$ cat config.mk
export PLATFORM = sky130hd
export DESIGN_NAME = dram_wr_arbiter
export DESIGN_NICKNAME = d
export VERILOG_FILES = /design/src/rtl/dram_wr_arbiter.sv
export SDC_FILE = /design/constraint.sdc
export NUM_CORES = 1
export LEC_CHECK = 0
export ABC_AREA = 1
export BUFFER_PORTS_ARGS = -buffer_cell sky130_fd_sc_hd__buf_4
export CORE_AREA = 3 3 81 83
export CTS_BUF_LIST = sky130_fd_sc_hd__clkbuf_16
export CTS_CLUSTER_SIZE = 8
export DETAILED_ROUTE_END_ITERATION = 7
export DIE_AREA = 0 0 84 86
export GPL_ROUTABILITY_DRIVEN = 0
export PLACE_DENSITY = 0.77
export SYNTH_ARGS = -nofsm -noshare
export SYNTH_HDL_FRONTEND = slang
export SYNTH_SLANG_ARGS = --single-unit
$ cat constraint.sdc
create_clock -name clk_i -period 2.6 [get_ports clk_i]
set_clock_uncertainty 0.15 [all_clocks]
set_input_delay 0.39 -clock clk_i [delete_from_list [all_inputs] [get_ports clk_i]]
set_output_delay 0.39 -clock clk_i [all_outputs]
set_load 0.01 [all_outputs]
$ cat src/rtl/dram_wr_arbiter.sv
// -----------------------------------------------------------------------------
// dram_wr_arbiter
//
// Write-port controller for a single-write-port distributed RAM (BHT, BTB,
// tag array, ...). Two requesters share the one write port under round-robin
// arbitration. A clear sweep zeroes every entry on a flush request, and also
// after reset when the optional feature below is enabled. Every RAM write-port
// output comes straight from a flop, so the RAM sees glitch-free strobes.
//
// Optional feature (compile-time macro DRAM_WR_ARBITER_INIT_SWEEP_EN):
//   defined   : reset lands in SWEEP, so the RAM is zeroed after every reset.
//   undefined : reset lands in RUN; the RAM keeps its power-up contents until
//               the first flush_i.
//
// Ports:
//   clk_i         in   clock
//   rst_ni        in   asynchronous active-low reset
//   flush_i       in   pulse: start or restart a clear sweep
//   busy_o        out  sweep in progress (state == SWEEP); requesters blocked
//   req0_valid_i  in   requester 0 write request
//   req0_addr_i   in   requester 0 address   [AWDTH]
//   req0_data_i   in   requester 0 data      [XLEN]
//   req0_ready_o  out  requester 0 granted this cycle (combinational)
//   req1_valid_i  in   requester 1 write request
//   req1_addr_i   in   requester 1 address   [AWDTH]
//   req1_data_i   in   requester 1 data      [XLEN]
//   req1_ready_o  out  requester 1 granted this cycle (combinational)
//   ram_we_o      out  RAM write enable      (registered)
//   ram_addr_o    out  RAM write address     (registered)
//   ram_data_o    out  RAM write data        (registered)
//
// Handshake: a requester raises reqN_valid_i and holds valid, addr and data
// stable until it sees reqN_ready_o high in the same cycle; that cycle is the
// transfer. Ready is a pure function of state, flush_i, both valids and the
// round-robin pointer -- never of ram_we_o -- so a requester may be granted
// every cycle. The accepted write shows up on the RAM port one edge later.
//
// Debug visibility: the FSM has two states and busy_o is exactly
// (state == SWEEP), so busy_o is the state observation point.
// -----------------------------------------------------------------------------
module dram_wr_arbiter #(
  parameter int ENTRY_NUM = 32,
  parameter int XLEN      = 32,
  parameter int AWDTH     = $clog2(ENTRY_NUM)
) (
  input  logic             clk_i,
  input  logic             rst_ni,
  input  logic             flush_i,
  output logic             busy_o,
  input  logic             req0_valid_i,
  input  logic [AWDTH-1:0] req0_addr_i,
  input  logic [XLEN-1:0]  req0_data_i,
  output logic             req0_ready_o,
  input  logic             req1_valid_i,
  input  logic [AWDTH-1:0] req1_addr_i,
  input  logic [XLEN-1:0]  req1_data_i,
  output logic             req1_ready_o,
  output logic             ram_we_o,
  output logic [AWDTH-1:0] ram_addr_o,
  output logic [XLEN-1:0]  ram_data_o
);

  typedef enum logic {
    SWEEP = 1'b0,
    RUN   = 1'b1
  } state_e;

`ifdef DRAM_WR_ARBITER_INIT_SWEEP_EN
  localparam state_e RESET_STATE = SWEEP;
`else
  localparam state_e RESET_STATE = RUN;
`endif

  // Last sweep address; ENTRY_NUM need not be a power of two, so the sweep
  // end is an explicit compare rather than counter wrap.
  localparam logic [AWDTH-1:0] LAST_ADDR = AWDTH'(ENTRY_NUM - 1);

  state_e           state_q, state_d;
  logic [AWDTH-1:0] cnt_q, cnt_d;
  // Round-robin pointer: 0 = req0 was granted last, 1 = req1 was granted last.
  logic             last_q, last_d;
  logic             we_q, we_d;
  logic [AWDTH-1:0] addr_q, addr_d;
  logic [XLEN-1:0]  data_q, data_d;
  logic             gnt0, gnt1;

  // ---------------------------------------------------------------------------
  // State and write-port registers
  // ---------------------------------------------------------------------------
  always_ff @(posedge clk_i or negedge rst_ni) begin
    if (!rst_ni) begin
      state_q <= RESET_STATE;
      cnt_q   <= '0;
      last_q  <= 1'b1;
      we_q    <= 1'b0;
      addr_q  <= '0;
      data_q  <= '0;
    end else begin
      state_q <= state_d;
      cnt_q   <= cnt_d;
      last_q  <= last_d;
      we_q    <= we_d;
      addr_q  <= addr_d;
      data_q  <= data_d;
    end
  end

  // ---------------------------------------------------------------------------
  // Next state, arbitration and next write-port values
  // ---------------------------------------------------------------------------
  always_comb begin
    state_d = state_q;
    cnt_d   = cnt_q;
    last_d  = last_q;
    we_d    = 1'b0;
    addr_d  = addr_q;   // address/data hold when no write is issued
    data_d  = data_q;
    gnt0    = 1'b0;
    gnt1    = 1'b0;

    case (state_q)
      SWEEP: begin
        // The current entry is always written; a flush only rewinds the
        // counter so a full ENTRY_NUM writes follow from this point.
        we_d   = 1'b1;
        addr_d = cnt_q;
        data_d = '0;
        if (flush_i) begin
          cnt_d = '0;
        end else if (cnt_q == LAST_ADDR) begin
          cnt_d   = '0;
          state_d = RUN;
        end else begin
          cnt_d = cnt_q + AWDTH'(1);
        end
      end

      RUN: begin
        if (flush_i) begin
          // No grant in the flush cycle; the sweep starts on the next edge.
          state_d = SWEEP;
          cnt_d   = '0;
        end else begin
          // On contention the requester that did not win last time goes.
          gnt0 = req0_valid_i & (~req1_valid_i | last_q);
          gnt1 = req1_valid_i & (~req0_valid_i | ~last_q);
          if (gnt0) begin
            we_d   = 1'b1;
            addr_d = req0_addr_i;
            data_d = req0_data_i;
            last_d = 1'b0;
          end else if (gnt1) begin
            we_d   = 1'b1;
            addr_d = req1_addr_i;
            data_d = req1_data_i;
            last_d = 1'b1;
          end
        end
      end

      default: begin
        state_d = RESET_STATE;
        cnt_d   = '0;
      end
    endcase
  end

  // ---------------------------------------------------------------------------
  // Outputs
  // ---------------------------------------------------------------------------
  assign busy_o       = (state_q == SWEEP);
  assign req0_ready_o = gnt0;
  assign req1_ready_o = gnt1;
  assign ram_we_o     = we_q;
  assign ram_addr_o   = addr_q;
  assign ram_data_o   = data_q;

endmodule

==> results_dict.tcl, run 1 <==
set metrics [dict create \
    status "finished, final reports clean" \
    start_kind "flip-flop" \
    die-area_mm2 0.00722 \
    yosysTopAreaCell "dfrtp_1" \
    grt.total_usage 0.176 \
    drive_above_1_share 0.292 \
    ir_drop_mv 0.322 \
    tightest_slew_ps 671 \
    ioPinCount 120 \
    drv_cap 0 \
    whs_path_depth 2 \
    synth-main-ff-cell "dfrtp_1" \
    yosys_warnings 0 \
    grt_overflow 0 \
    max-slew-margin-rel 0.551 \
    dp_hpwl_um 4800 \
    p_switching_mw 0.343 \
    hp-class "in2reg" \
    fmax_mhz 513 \
    netSwitchingFraction 0.225 \
    placed_area_mm2 0.00331 \
    end_kind "flip-flop" \
    path_cells "inv_1 > nor2_2 > buf_4 > nand2_1 > nand2_1" \
    p_int_mw 1.18 \
    cp.required_ps 2660 \
    synth_seq_area_share 0.480 \
    synth_seq_cells 45 \
    avgSynthCellArea_um2 6.79 \
    r2r-start "state_q" \
    hold_ws_ps 113 \
    power_density_mw_per_mm2 440 \
    die_w_um 84 \
    p_leak_nw 2.13 \
    fin_crit_sh 0.749 \
    start_util 0.397 \
    dr_wl_met2_um 3120 \
    slowest_delay_ps 660 \
    routed_wl_um 6150 \
    worstHoldStart "flush_i" \
    worstRegToRegCells 5 \
    synth.most_common_cell "nand2_1" \
    pre_cts_slack_ps 660 \
    worst_slack_ps 652 \
    viasPerCell 4.48 \
    nets 545 \
    clock_power_share 0.374 \
    netlist_instances 346 \
    rsz0062_at_grt "no" \
    clk_path_buf_depth 2 \
    path_buf_inv 2 \
    drt_iter0_drc 71 \
    critPathKind "reg2reg" \
    post_cts_buffers 0 \
    fin_area_mm2 0.00346 \
    cp_max_fo 19 \
    postRouteAntennaNets 0 \
    finalHoldViolCount 0 \
    vias 2419 \
    path_depth 5 \
    p_comb_frac 0.153 \
    grt_start_max_net_pins 46 \
    startpoint "state_q" \
    tritoncts "yes" \
    wl_met1_um 2550 \
    setup_violations 0 \
    clkSlewWorstSetupHoldPaths_ps 60 \
    cp.arrival_ps 2010 \
    async_reset_ff_frac 1.00 \
    synth_cell_type_count 19 \
    core_mm2 0.00592 \
    cts.sinks 45 \
    cts_buffers 5 \
    grt_pass1_wl_um 10600 \
    top_layer_used "met4" \
    fp.dieH_um 86 \
    route.detailed.drc 0 \
    synth-edff-count 0 \
    finalSetupTns_ps 0 \
    met3_length_um 417 \
    fin_crit_ps 1950 \
    synth_commonest_cells "nand2_1 (236), dfrtp_1 (43), inv_1 (18)" \
    syn_area_mm2 0.00235 \
    first_pass_iters 4 \
    num_rows 28 \
    synth.area.top_cells "dfrtp_1 (46%), nand2_1 (38%), nand3_1 (3.2%)" \
    synth.top_cell.area_share 0.458 \
    io_buffers 119 \
    clock_latency_ps 270 \
    wl_per_cell_um 11.4 \
    h-tree-depth 2 \
    critPathTopFamily "flip-flops" \
    pwr-share-seq 0.473 \
    worst_path_most_repeated_cell "nand2_1" \
    antenna_found_initial 0 \
    synth_nets 427 \
    maxSlewViolCount 0 \
    diodes 0 \
    cp_slowest_cell "dfstp_2" \
    cts_root_buffer "clkbuf_16" \
    grt_pass1_vias 2376 \
    syn_to_final_growth_pct 47.2 \
]
final timing paths:
path,to,slack (ps)
setup / recovery,ram_data_o[10],650
hold / removal,state_q,110
setup reg to reg,ram_data_o[10],650
hold reg to reg,ram_data_o[20],330
max in group asynchronous,cnt_q[0],1410
min in group asynchronous,cnt_q[3],500
per-layer routing:
layer,vias up,track usage
met5,-,0
met3,6,0.0432
li1,1268,-
met1,1071,0.213
met4,0,0.0468
met2,74,0.314
metrics by stage:
stage	std cells	utilization	total power, mW
2_1_floorplan	346	-	0.829
4_1_cts	540	0.584	1.55
3_3_place_gp	531	0.560	0.964
6_report	540	0.584	1.52
5_1_grt	540	0.584	1.61
3_5_place_dp	531	0.560	0.968
timing repair:
item | in CTS | in global routing
resized for setup | 0 | 0
hold endpoints to repair | 43 | 0
hold buffers | 1 | 0
power by group through the flow:
stage | logic, mW | clock network, mW | registers, mW
finish | 0.232 | 0.570 | 0.720
global route | 0.266 | 0.621 | 0.721
CTS | 0.237 | 0.588 | 0.720
detailed placement | 0.236 | 0 | 0.732
global placement | 0.232 | 0 | 0.732
floorplan | 0.0966 | 0 | 0.732
worst reg2reg max path, delay by kind of cell (launching register included):
kind                   cells  cell delay, ps
flip-flops                 1             660
AND/OR/NAND/NOR            3             560
buffers and inverters      2             530
state kept, by name, summed over array words and instances, names as in the netlist:
register	count
ram_data_o	32
cnt_q	5
last_q	1
ram_we_o	1
ram_addr_o	5
state_q	1
cells in the final DEF (no fill, tap or decap), drive strengths merged:
master       Yosys  routed
nand2          236     236
buf             13     126
dfrtp           43      43
inv             19      21
nand3           15      15
clkbuf           3       5
nor2             5       5
a21oi            2       2
xor2             2       2
ha               2       2
dfstp            2       2
o21ai            1       1
and2             1       1
nor3             1       1
o22ai            1       1
clkinv           0       1
dlygate4sd3      0       1
area by class of cell:
| type | instances | area (µm²) |
|---|---|---|
| multi-input cells | 266 | 1060 |
| clock buffers | 5 | 125 |
| inverters | 19 | 71.3 |
| fillers | 547 | 2460 |
| well taps | 75 | 93.8 |
| repair buffers | 127 | 968 |
| flip-flops and latches | 45 | 1130 |
| clock inverters | 3 | 11.3 |
logic make-up (layout without fill, tap and decap cells):
family / count (synthesis) / in the layout / share of synthesized area
simple gates: 258 / 258 / 0.423
flops: 45 / 45 / 0.480
buf+inv: 35 / 154 / 0.0686
compound gates: 4 / 4 / 0.0106
fa+ha+maj: 2 / 2 / 0.0106
xor+xnor: 2 / 2 / 0.00745
(Power assumes the default switching activity.)
==> run 2, diff against run 1 <==
==> constraint.sdc (replaced) <==
create_clock -name clk_i -period 2 [get_ports clk_i]
set_clock_uncertainty 0.15 [all_clocks]
set_input_delay 0.3 -clock clk_i [delete_from_list [all_inputs] [get_ports clk_i]]
set_output_delay 0.3 -clock clk_i [all_outputs]
set_load 0.01 [all_outputs]
==> run 2 against run 1 <==
  * Hold slack lost 76 ps
  * Sequential cell count is the same
  * Global-route usage shrank 0.20 points
  * Clock power grew 36%
  * Clock-buffer cell count is the same
  * Die area is the same
  * Combinational power grew 29%
  * Core utilization is essentially flat
  * Register-to-register slack lost 280 ps
  * Final cell count grew 0.19%
  * Power grew 32%
  * Critical endpoint is now req1_ready_o
==> results_dict.tcl, run 2 (synthesis results as in run 1) <==
set metrics [dict create \
    rsz0062_at_grt "no" \
    fin_crit_sh 0.911 \
    finalHoldViolCount 0 \
    grt_pass1_vias 2423 \
    status "finished, final reports clean" \
    route.detailed.drc 0 \
    cts_buffers 5 \
    clkSlewWorstSetupHoldPaths_ps 60 \
    antenna_found_initial 0 \
    path_depth 3 \
    fmax_mhz 549 \
    diodes 0 \
    grt_pass1_wl_um 10500 \
    path_cells "nand2_1 > nor2_1 > buf_4" \
    maxSlewViolCount 0 \
    clk_path_buf_depth 2 \
    critPathKind "reg2out" \
    dp_hpwl_um 4790 \
    worstRegToRegCells 5 \
    vias 2412 \
    reg2reg_slack_ps 370 \
    cts.repair.resized 0 \
    max-slew-margin-rel 0.628 \
    path_buf_inv 1 \
    nets 546 \
    power_density_mw_per_mm2 581 \
    postRouteAntennaNets 0 \
    cp.required_ps 1550 \
    post_cts_buffers 0 \
    start_kind "flip-flop" \
    clock_latency_ps 270 \
    slowest_delay_ps 650 \
    wl_per_cell_um 11.3 \
    whs_path_depth 2 \
    drv_cap 0 \
    end_kind "output pin" \
    die_w_um 84 \
    io_buffers 119 \
    layout_commonest_cell "nand2_1" \
    routed_wl_um 6110 \
    tightest_slew_ps 558 \
    syn_to_final_growth_pct 47.2 \
    first_pass_iters 4 \
    drive_above_1_share 0.298 \
    grt_overflow 0 \
    cp_slowest_cell "dfstp_2" \
    start_util 0.397 \
    grt.total_usage 0.174 \
    largest_register_ffs 32 \
    p_leak_nw 2.13 \
    cts.sinks 45 \
    setup_violations 0 \
    cp_max_fo 13 \
    ioPinCount 120 \
    core_mm2 0.00592 \
    finalSetupTns_ps 0 \
    tritoncts "yes" \
    viasPerCell 4.46 \
    hold_ws_ps 37.0 \
    die-area_mm2 0.00722 \
    fp.dieH_um 86 \
    num_rows 28 \
    h-tree-depth 2 \
    cp.arrival_ps 1370 \
    hp-class "in2reg" \
    fin_crit_ps 1820 \
    drt_iter0_drc 102 \
    cts_root_buffer "clkbuf_16" \
    critPathTopFamily "flip-flops" \
    grt_start_max_net_pins 46 \
    ir_drop_mv 0.343 \
    mostFrequentLayoutCells "nand2_1 (236), buf_4 (127), dfrtp_1 (43)" \
]
[run 2: changes by cell type in the layout (fill, tap and decap cells not counted)]
| cell | before | now |
|---|---|---|
| buf_12 | 1 | 0 |
| clkinv_4 | 0 | 1 |
| buf_4 | 125 | 127 |
| clkinv_2 | 0 | 1 |
| inv_1 | 20 | 18 |
[run 2: worst reg2reg max path, cell delays in order (launching register included)]
cell,delay [ps]
dfstp_2,650
inv_1,210
nor2_2,170
buf_4,240
nand2_1,90
nand2_1,70
[run 2: per-stage QoR]
| step | instances | area (µm²) | worst slack [ps] | util | power (mW) |
|---|---|---|---|---|---|
| finish | 541 | 3460 | 178 | 0.585 | 2.01 |
| global route | 541 | 3460 | 122 | 0.585 | 2.13 |
| CTS | 541 | 3460 | 173 | 0.585 | 2.04 |
| detailed placement | 532 | 3310 | 381 | 0.559 | 1.25 |
| global placement | 532 | 3310 | 434 | 0.559 | 1.25 |
| floorplan | 346 | 2350 | 528 | - | 1.08 |
[run 2: power by group]
| part | internal, mW | switching (mW) |
|---|---|---|
| sequential | 0.924 | 0.0115 |
| combinational | 0.158 | 0.142 |
| clock | 0.458 | 0.319 |
| total | 1.54 | 0.473 |
[run 2: layer usage]
layer / vias to the layer above / global-route usage / part of all wire
met3: 6 / 0.0413 / 0.070
met5: - / 0 / 0
met1: 1060 / 0.211 / 0.41
met4: 0 / 0.0380 / 0.0097
li1: 1267 / - / -
met2: 79 / 0.315 / 0.51
[run 2: area by class of cell]
cell class              count  area (µm²)
flip-flops and latches     45        1130
clock inverters             3        17.5
multi-input cells         266        1060
fillers                   573        2460
inverters                  19        71.3
repair buffers            128         963
clock buffers               5         125
well taps                  75        93.8
[run 2: path summary, 6_finish.rpt]
check	startpoint	endpoint
setup / recovery	state_q	req1_ready_o
hold / removal	flush_i	state_q
setup reg to reg	state_q	ram_data_o[12]
hold reg to reg	ram_data_o[22]	ram_data_o[22]
max in group asynchronous	rst_ni	ram_addr_o[1]
min in group asynchronous	rst_ni	ram_addr_o[3]
[run 2: timing repair]
action                     in CTS  in global routing
hold buffers                    1                  0
setup endpoints to repair       0                  0
hold endpoints to repair       43                  0
